===== config.mk =====
export PLATFORM = sky130hd
export DESIGN_NAME = crc_mem_writer
export DESIGN_NICKNAME = d
export VERILOG_FILES = /design/src/rtl/crc_mem_writer.sv
export SDC_FILE = /design/constraint.sdc
export NUM_CORES = 1
export LEC_CHECK = 0
export CORE_MARGIN = 2
export CORE_UTILIZATION = 53
export DETAILED_ROUTE_END_ITERATION = 12
export GPL_ROUTABILITY_DRIVEN = 0
export PLACE_DENSITY_LB_ADDON = 0.25
export SLEW_MARGIN = 20
export SYNTH_ARGS = -nofsm -noshare
export SYNTH_HDL_FRONTEND = slang
export SYNTH_SLANG_ARGS = --single-unit

===== constraint.sdc =====
create_clock -name clk -period 7.44 [get_ports clk]
set_clock_uncertainty 0.2 [all_clocks]
set_input_delay 1.86 -clock clk [delete_from_list [all_inputs] [get_ports clk]]
set_output_delay 1.86 -clock clk [all_outputs]
set_load 0.05 [all_outputs]

===== src/rtl/crc_mem_writer.sv =====
// crc_mem_writer: packet writer for the CRC packet memory.
// Accepts a 32-bit word stream and writes each word into a circular buffer.
// Computes the Ethernet CRC-32, appends the FCS word after the last data word
// and pulses a packet descriptor. Packets that are aborted or too long are
// rewound out of the buffer and reported on pkt_err.
// Optional feature macro: CRC_STATS_EN adds saturating packet/error counters.
module crc_mem_writer #(
    parameter int DWIDTH        = 32,
    parameter int AWIDTH        = 10,
    parameter int MAX_PKT_WORDS = 512
) (
    input  logic              clk,
    input  logic              rst,
    input  logic              in_valid,
    output logic              in_ready,
    input  logic [DWIDTH-1:0] in_data,
    input  logic              in_sop,
    input  logic              in_eop,
    input  logic [1:0]        in_bytes,
    input  logic [AWIDTH-1:0] free_ptr,
    output logic [AWIDTH-1:0] f0_waddr,
    output logic [DWIDTH-1:0] f0_wdata,
    output logic              f0_write,
    output logic              pkt_done,
    output logic [AWIDTH-1:0] pkt_base,
    output logic [AWIDTH-1:0] pkt_words,
    output logic [1:0]        pkt_last_bytes,
    output logic [31:0]       pkt_fcs,
    output logic              pkt_err
`ifdef CRC_STATS_EN
    ,
    output logic [15:0]       stat_pkts,
    output logic [15:0]       stat_errs
`endif
);

    localparam int          CWIDTH   = $clog2(MAX_PKT_WORDS + 1);
    localparam logic [31:0] CRC_INIT = 32'hFFFF_FFFF;
    localparam logic [31:0] CRC_POLY = 32'hEDB8_8320;

    typedef enum logic [1:0] {
        IDLE = 2'd0,
        DATA = 2'd1,
        FCS  = 2'd2
    } state_t;

    // Reflected CRC-32 over the first nbytes bytes of a word, byte0 first, LSB first.
    function automatic logic [31:0] crc_word(input logic [31:0] crc_in,
                                             input logic [31:0] data,
                                             input logic [2:0]  nbytes);
        logic [31:0] c;
        c = crc_in;
        for (int k = 0; k < 4; k++) begin
            if (k < int'(nbytes)) begin
                c = c ^ {24'd0, data[8*k +: 8]};
                for (int b = 0; b < 8; b++) begin
                    c = c[0] ? ((c >> 1) ^ CRC_POLY) : (c >> 1);
                end
            end
        end
        return c;
    endfunction

    state_t              state_q, state_d;
    logic [AWIDTH-1:0]   wptr_q, wptr_d;
    logic [AWIDTH-1:0]   base_q, base_d;
    logic [31:0]         crc_q, crc_d;
    logic [CWIDTH-1:0]   cnt_q, cnt_d;
    logic [1:0]          lb_q, lb_d;

    logic                f0_write_q, f0_write_d;
    logic [AWIDTH-1:0]   f0_waddr_q, f0_waddr_d;
    logic [DWIDTH-1:0]   f0_wdata_q, f0_wdata_d;
    logic                pkt_done_q, pkt_done_d;
    logic [AWIDTH-1:0]   pkt_base_q, pkt_base_d;
    logic [AWIDTH-1:0]   pkt_words_q, pkt_words_d;
    logic [1:0]          pkt_last_bytes_q, pkt_last_bytes_d;
    logic [31:0]         pkt_fcs_q, pkt_fcs_d;
    logic                pkt_err_q, pkt_err_d;

    logic [AWIDTH-1:0]   free;
    logic                ready;
    logic                accept;
    logic [2:0]          word_bytes;
    logic [AWIDTH-1:0]   start_addr;

    // Free space always keeps one slot back for the FCS word; no input during FCS.
    always_comb begin
        free  = free_ptr - wptr_q - AWIDTH'(1);
        ready = (state_q != FCS) && (free >= AWIDTH'(2));
    end

    assign in_ready = ready;

    // Next-state, write-port and descriptor logic.
    always_comb begin
        // NOTE: every signal written here gets a default first, so no path can infer a latch.
        state_d          = state_q;
        wptr_d           = wptr_q;
        base_d           = base_q;
        crc_d            = crc_q;
        cnt_d            = cnt_q;
        lb_d             = lb_q;
        f0_write_d       = 1'b0;
        f0_waddr_d       = f0_waddr_q;
        f0_wdata_d       = f0_wdata_q;
        pkt_done_d       = 1'b0;
        pkt_base_d       = pkt_base_q;
        pkt_words_d      = pkt_words_q;
        pkt_last_bytes_d = pkt_last_bytes_q;
        pkt_fcs_d        = pkt_fcs_q;
        pkt_err_d        = 1'b0;

        accept     = in_valid && ready;
        word_bytes = (in_eop && (in_bytes != 2'd0)) ? {1'b0, in_bytes} : 3'd4;
        // A sop inside a packet restarts at the abandoned packet's base.
        start_addr = (state_q == DATA) ? base_q : wptr_q;

        case (state_q)
            IDLE, DATA: begin
                if (accept) begin
                    if (in_sop) begin
                        pkt_err_d  = (state_q == DATA);
                        base_d     = start_addr;
                        f0_write_d = 1'b1;
                        f0_waddr_d = start_addr;
                        f0_wdata_d = in_data;
                        wptr_d     = start_addr + AWIDTH'(1);
                        crc_d      = crc_word(CRC_INIT, in_data, word_bytes);
                        cnt_d      = CWIDTH'(1);
                        lb_d       = in_bytes;
                        state_d    = in_eop ? FCS : DATA;
                    end else if (state_q == DATA) begin
                        if (cnt_q == CWIDTH'(MAX_PKT_WORDS)) begin
                            // Oversized packet: drop this word and rewind the whole packet.
                            pkt_err_d = 1'b1;
                            wptr_d    = base_q;
                            crc_d     = CRC_INIT;
                            cnt_d     = '0;
                            state_d   = IDLE;
                        end else begin
                            f0_write_d = 1'b1;
                            f0_waddr_d = wptr_q;
                            f0_wdata_d = in_data;
                            wptr_d     = wptr_q + AWIDTH'(1);
                            crc_d      = crc_word(crc_q, in_data, word_bytes);
                            cnt_d      = cnt_q + CWIDTH'(1);
                            lb_d       = in_bytes;
                            if (in_eop) begin
                                state_d = FCS;
                            end
                        end
                    end
                    // A word without sop in IDLE is silently dropped.
                end
            end

            FCS: begin
                f0_write_d       = 1'b1;
                f0_waddr_d       = wptr_q;
                f0_wdata_d       = ~crc_q;
                wptr_d           = wptr_q + AWIDTH'(1);
                pkt_done_d       = 1'b1;
                pkt_base_d       = base_q;
                pkt_words_d      = AWIDTH'(cnt_q);
                pkt_last_bytes_d = lb_q;
                pkt_fcs_d        = ~crc_q;
                crc_d            = CRC_INIT;
                cnt_d            = '0;
                state_d          = IDLE;
            end

            default: begin
                state_d = IDLE;
            end
        endcase
    end

    // State and output registers with synchronous reset.
    always_ff @(posedge clk) begin
        // NOTE: sequential state uses non-blocking assignments so every flop samples pre-edge values.
        if (rst) begin
            state_q          <= IDLE;
            wptr_q           <= '0;
            base_q           <= '0;
            crc_q            <= CRC_INIT;
            cnt_q            <= '0;
            lb_q             <= '0;
            f0_write_q       <= 1'b0;
            f0_waddr_q       <= '0;
            f0_wdata_q       <= '0;
            pkt_done_q       <= 1'b0;
            pkt_base_q       <= '0;
            pkt_words_q      <= '0;
            pkt_last_bytes_q <= '0;
            pkt_fcs_q        <= '0;
            pkt_err_q        <= 1'b0;
        end else begin
            state_q          <= state_d;
            wptr_q           <= wptr_d;
            base_q           <= base_d;
            crc_q            <= crc_d;
            cnt_q            <= cnt_d;
            lb_q             <= lb_d;
            f0_write_q       <= f0_write_d;
            f0_waddr_q       <= f0_waddr_d;
            f0_wdata_q       <= f0_wdata_d;
            pkt_done_q       <= pkt_done_d;
            pkt_base_q       <= pkt_base_d;
            pkt_words_q      <= pkt_words_d;
            pkt_last_bytes_q <= pkt_last_bytes_d;
            pkt_fcs_q        <= pkt_fcs_d;
            pkt_err_q        <= pkt_err_d;
        end
    end

    assign f0_write       = f0_write_q;
    assign f0_waddr       = f0_waddr_q;
    assign f0_wdata       = f0_wdata_q;
    assign pkt_done       = pkt_done_q;
    assign pkt_base       = pkt_base_q;
    assign pkt_words      = pkt_words_q;
    assign pkt_last_bytes = pkt_last_bytes_q;
    assign pkt_fcs        = pkt_fcs_q;
    assign pkt_err        = pkt_err_q;

`ifdef CRC_STATS_EN
    logic [15:0] stat_pkts_q, stat_pkts_d;
    logic [15:0] stat_errs_q, stat_errs_d;

    // Saturating counters, stepped together with the pulses they count.
    always_comb begin
        stat_pkts_d = stat_pkts_q;
        stat_errs_d = stat_errs_q;
        if (pkt_done_d && (stat_pkts_q != 16'hFFFF)) begin
            stat_pkts_d = stat_pkts_q + 16'd1;
        end
        if (pkt_err_d && (stat_errs_q != 16'hFFFF)) begin
            stat_errs_d = stat_errs_q + 16'd1;
        end
    end

    // Counter registers.
    always_ff @(posedge clk) begin
        if (rst) begin
            stat_pkts_q <= '0;
            stat_errs_q <= '0;
        end else begin
            stat_pkts_q <= stat_pkts_d;
            stat_errs_q <= stat_errs_d;
        end
    end

    assign stat_pkts = stat_pkts_q;
    assign stat_errs = stat_errs_q;
`endif

endmodule

==> metrics <==
ANT nets after route=0; GRT Overall Usage=0.348; post-synth net total=1942; Inserted Clock Buffers=17; Post-CTS Hold Fix Bufs=0; CP Class=input pin to flip-flop; DIE AREA=31700 um2; CP max FO=6; drt drc=0; Max Fclk=138 MHz; grt total ovfl=0; total clock sinks=165; final max-slew violation count=0; Die X=178 um; clk_lat worst skew=0.44 ns; number of synthesized flops with an enable pin=0; crit share post-route=0.972; Placed Cells=2388; vias in the first global route=13949; min cycle time layout=7.24 ns; flops & latches, synth=165; CTS Buffer Depth=2; clk slew on worst S/H paths=0.07 ns; WP data arrival=7.43 ns; RSZ-0062 raised after global routing=false; top_reg_cell synth=dfxtp_1; Gate Count Post-Synth=1879; Fin. Hold Viols=0; top sig layer=met5; crit path max-delay cell type=xnor3_1; metal3 WL=7.05 mm; commonest non-fill, non-tap cell in the layout=xnor2_1; Initial Util=0.541; initial antenna violation count=3; Fillers=2466; Netlist cell types=69; I/O Buffers=148; DR WL met2=22.4 mm; commonest cells after routing, fill and taps aside=319 x xnor2_1, 198 x nor2_1, 191 x a21oi_1; layout cells sized above 1=0.100; largest net degree at the start of global routing=90; CP max stage delay=0.71 ns; Post-CTS Setup Bufs=0; DR WL/cell=22.6 um; startpoint types=input pin; Most common cell on crit path=xnor2_1; crit-path cells=clkdlybuf4s50_1 > xnor2_2 > xnor3_1 > xnor2_1 > xnor2_1 > a211oi_1 > nor2_1 > buf_4 > xor2_1 > xnor2_1 > mux2i_1 > xnor2_1 > xnor3_1 > xor2_1 > a221oi_1 > a21o_1; IO Count=149; clock root cell=clkbuf_16; H-tree lvl count=4; syn avg cell area=8.55 um2; FF+latch area=3300 um2; final non-filler cell total=2420; synth warn=0; core area=29700 um2; placed wire-length estimate=42.4 mm; initial DRC count=2097; # setup viols final=0; Die H=178 um; Layout Nets=2080; TritonRoute pass-1 iters=6; final WL=54.6 mm; post_cts resized=0; Vias=14654; CP required=7.63 ns; Multi-input gate area=12200 um2; CTS tree=done; Rows=63; first-pass GRT wire length=83.2 mm; via/cell ratio=6.06; worst-margin pin slew=1.02 ns; crit path capture type=flip-flop; status=finished clean; Seq/Total Area, Yosys=0.206; Rel. slew slack=0.319; met1 wire length=22.7 mm; Syn Std Cell Area=16100 um2; Hold WC Path Type=flip-flop to flip-flop; Area Overhead vs Synth=17.7%; FFs w/ async S/R, synth=0; # Max-Cap Violations=0; n_diodes=0
## area by class of cell
class	instances	share of cell area
well taps	390	0.0258
clock buffers	21	0.0238
repair buffers	252	0.120
multi-input cells	1558	0.645
inverters	23	0.00456
clock inverters	11	0.00615
flip-flops and latches	165	0.175
## synthesized netlist by cell type, types with 7 or more instances
cell	n	area [um2]
a21oi_1	191	956
nor3_1	13	65.1
o21ai_0	94	470
o211ai_1	19	143
xor2_1	138	1210
buf_2	14	70.1
a22oi_1	8	60.1
o21a_1	22	165
o221ai_1	8	70.1
nand3_1	22	110
a21o_1	8	60.1
a211oi_1	17	128
a21boi_0	20	150
xor3_1	25	594
xor2_2	12	195
mux2_2	17	191
inv_1	23	86.3
dfxtp_1	165	3300
xnor2_2	14	228
xnor3_1	65	1460
nor2_1	198	743
a211o_1	7	61.3
nand2_1	161	604
buf_1	15	56.3
a221oi_1	12	105
xnor2_1	319	2790
ha_1	13	163
clkbuf_1	101	379
mux2i_1	57	571
nand2b_1	9	56.3
## per-layer routing
metal  up-vias  track usage
met5         -            0
met4         4        0.152
met3       161        0.117
met2       864        0.487
met1      6956        0.484
li1       6669            -
## flip-flops by register name, indices dropped and copies added, names as in the netlist, 10 cells and up
| register | count |
|---|---|
| crc_q | 32 |
| f0_wdata | 32 |
| pkt_fcs | 32 |
| base_q | 10 |
| cnt_q | 10 |
| f0_waddr | 10 |
| pkt_base | 10 |
| pkt_words | 10 |
| wptr_q | 10 |
## through the flow
step	TNS [ns]	utilization	setup WS (ns)	hold slack, ns	area, um2
2_1_floorplan	0	-	0.562	0.231	16100
4_1_cts	0	0.637	0.381	0.258	18900
3_3_place_gp	0	0.618	0.127	0.237	18400
6_report	0	0.637	0.205	0.254	18900
3_5_place_dp	-0.0685	0.618	-0.0685	0.248	18400
5_1_grt	0	0.637	0.0867	0.275	18900
## worst max-delay path: cells and delay by family
family          cells  cell delay, ns
compound gates      3            0.92
xor+xnor            9            3.59
buf+inv             2            0.71
mux                 1            0.13
simple gates        1            0.20
## logic make-up after synthesis
| family | count (synthesis) | share of synthesized area |
|---|---|---|
| AOI/OAI and AO/OA | 451 | 0.171 |
| buffers and inverters | 156 | 0.0382 |
| xor gates and xnor gates | 578 | 0.411 |
| DFF | 165 | 0.206 |
| adders and majority gates | 14 | 0.0114 |
| muxes | 75 | 0.0488 |
| and+or+nand+nor | 440 | 0.114 |
## path summary, 6_finish.rpt
| check | slack, ns | end | depth (start not counted) | start |
|---|---|---|---|---|
| max | 0.20 | crc_q[27] | 16 | in_data[6] |
| min | 0.25 | pkt_base[0] | 2 | pkt_base[0] |
| max reg2reg | 1.70 | crc_q[16] | 14 | crc_q[2] |
| min reg2reg | 0.25 | pkt_base[0] | 2 | pkt_base[0] |
Power is not shown: default switching activity piles up to over one toggle a cycle in this logic, so the estimate is an artifact.
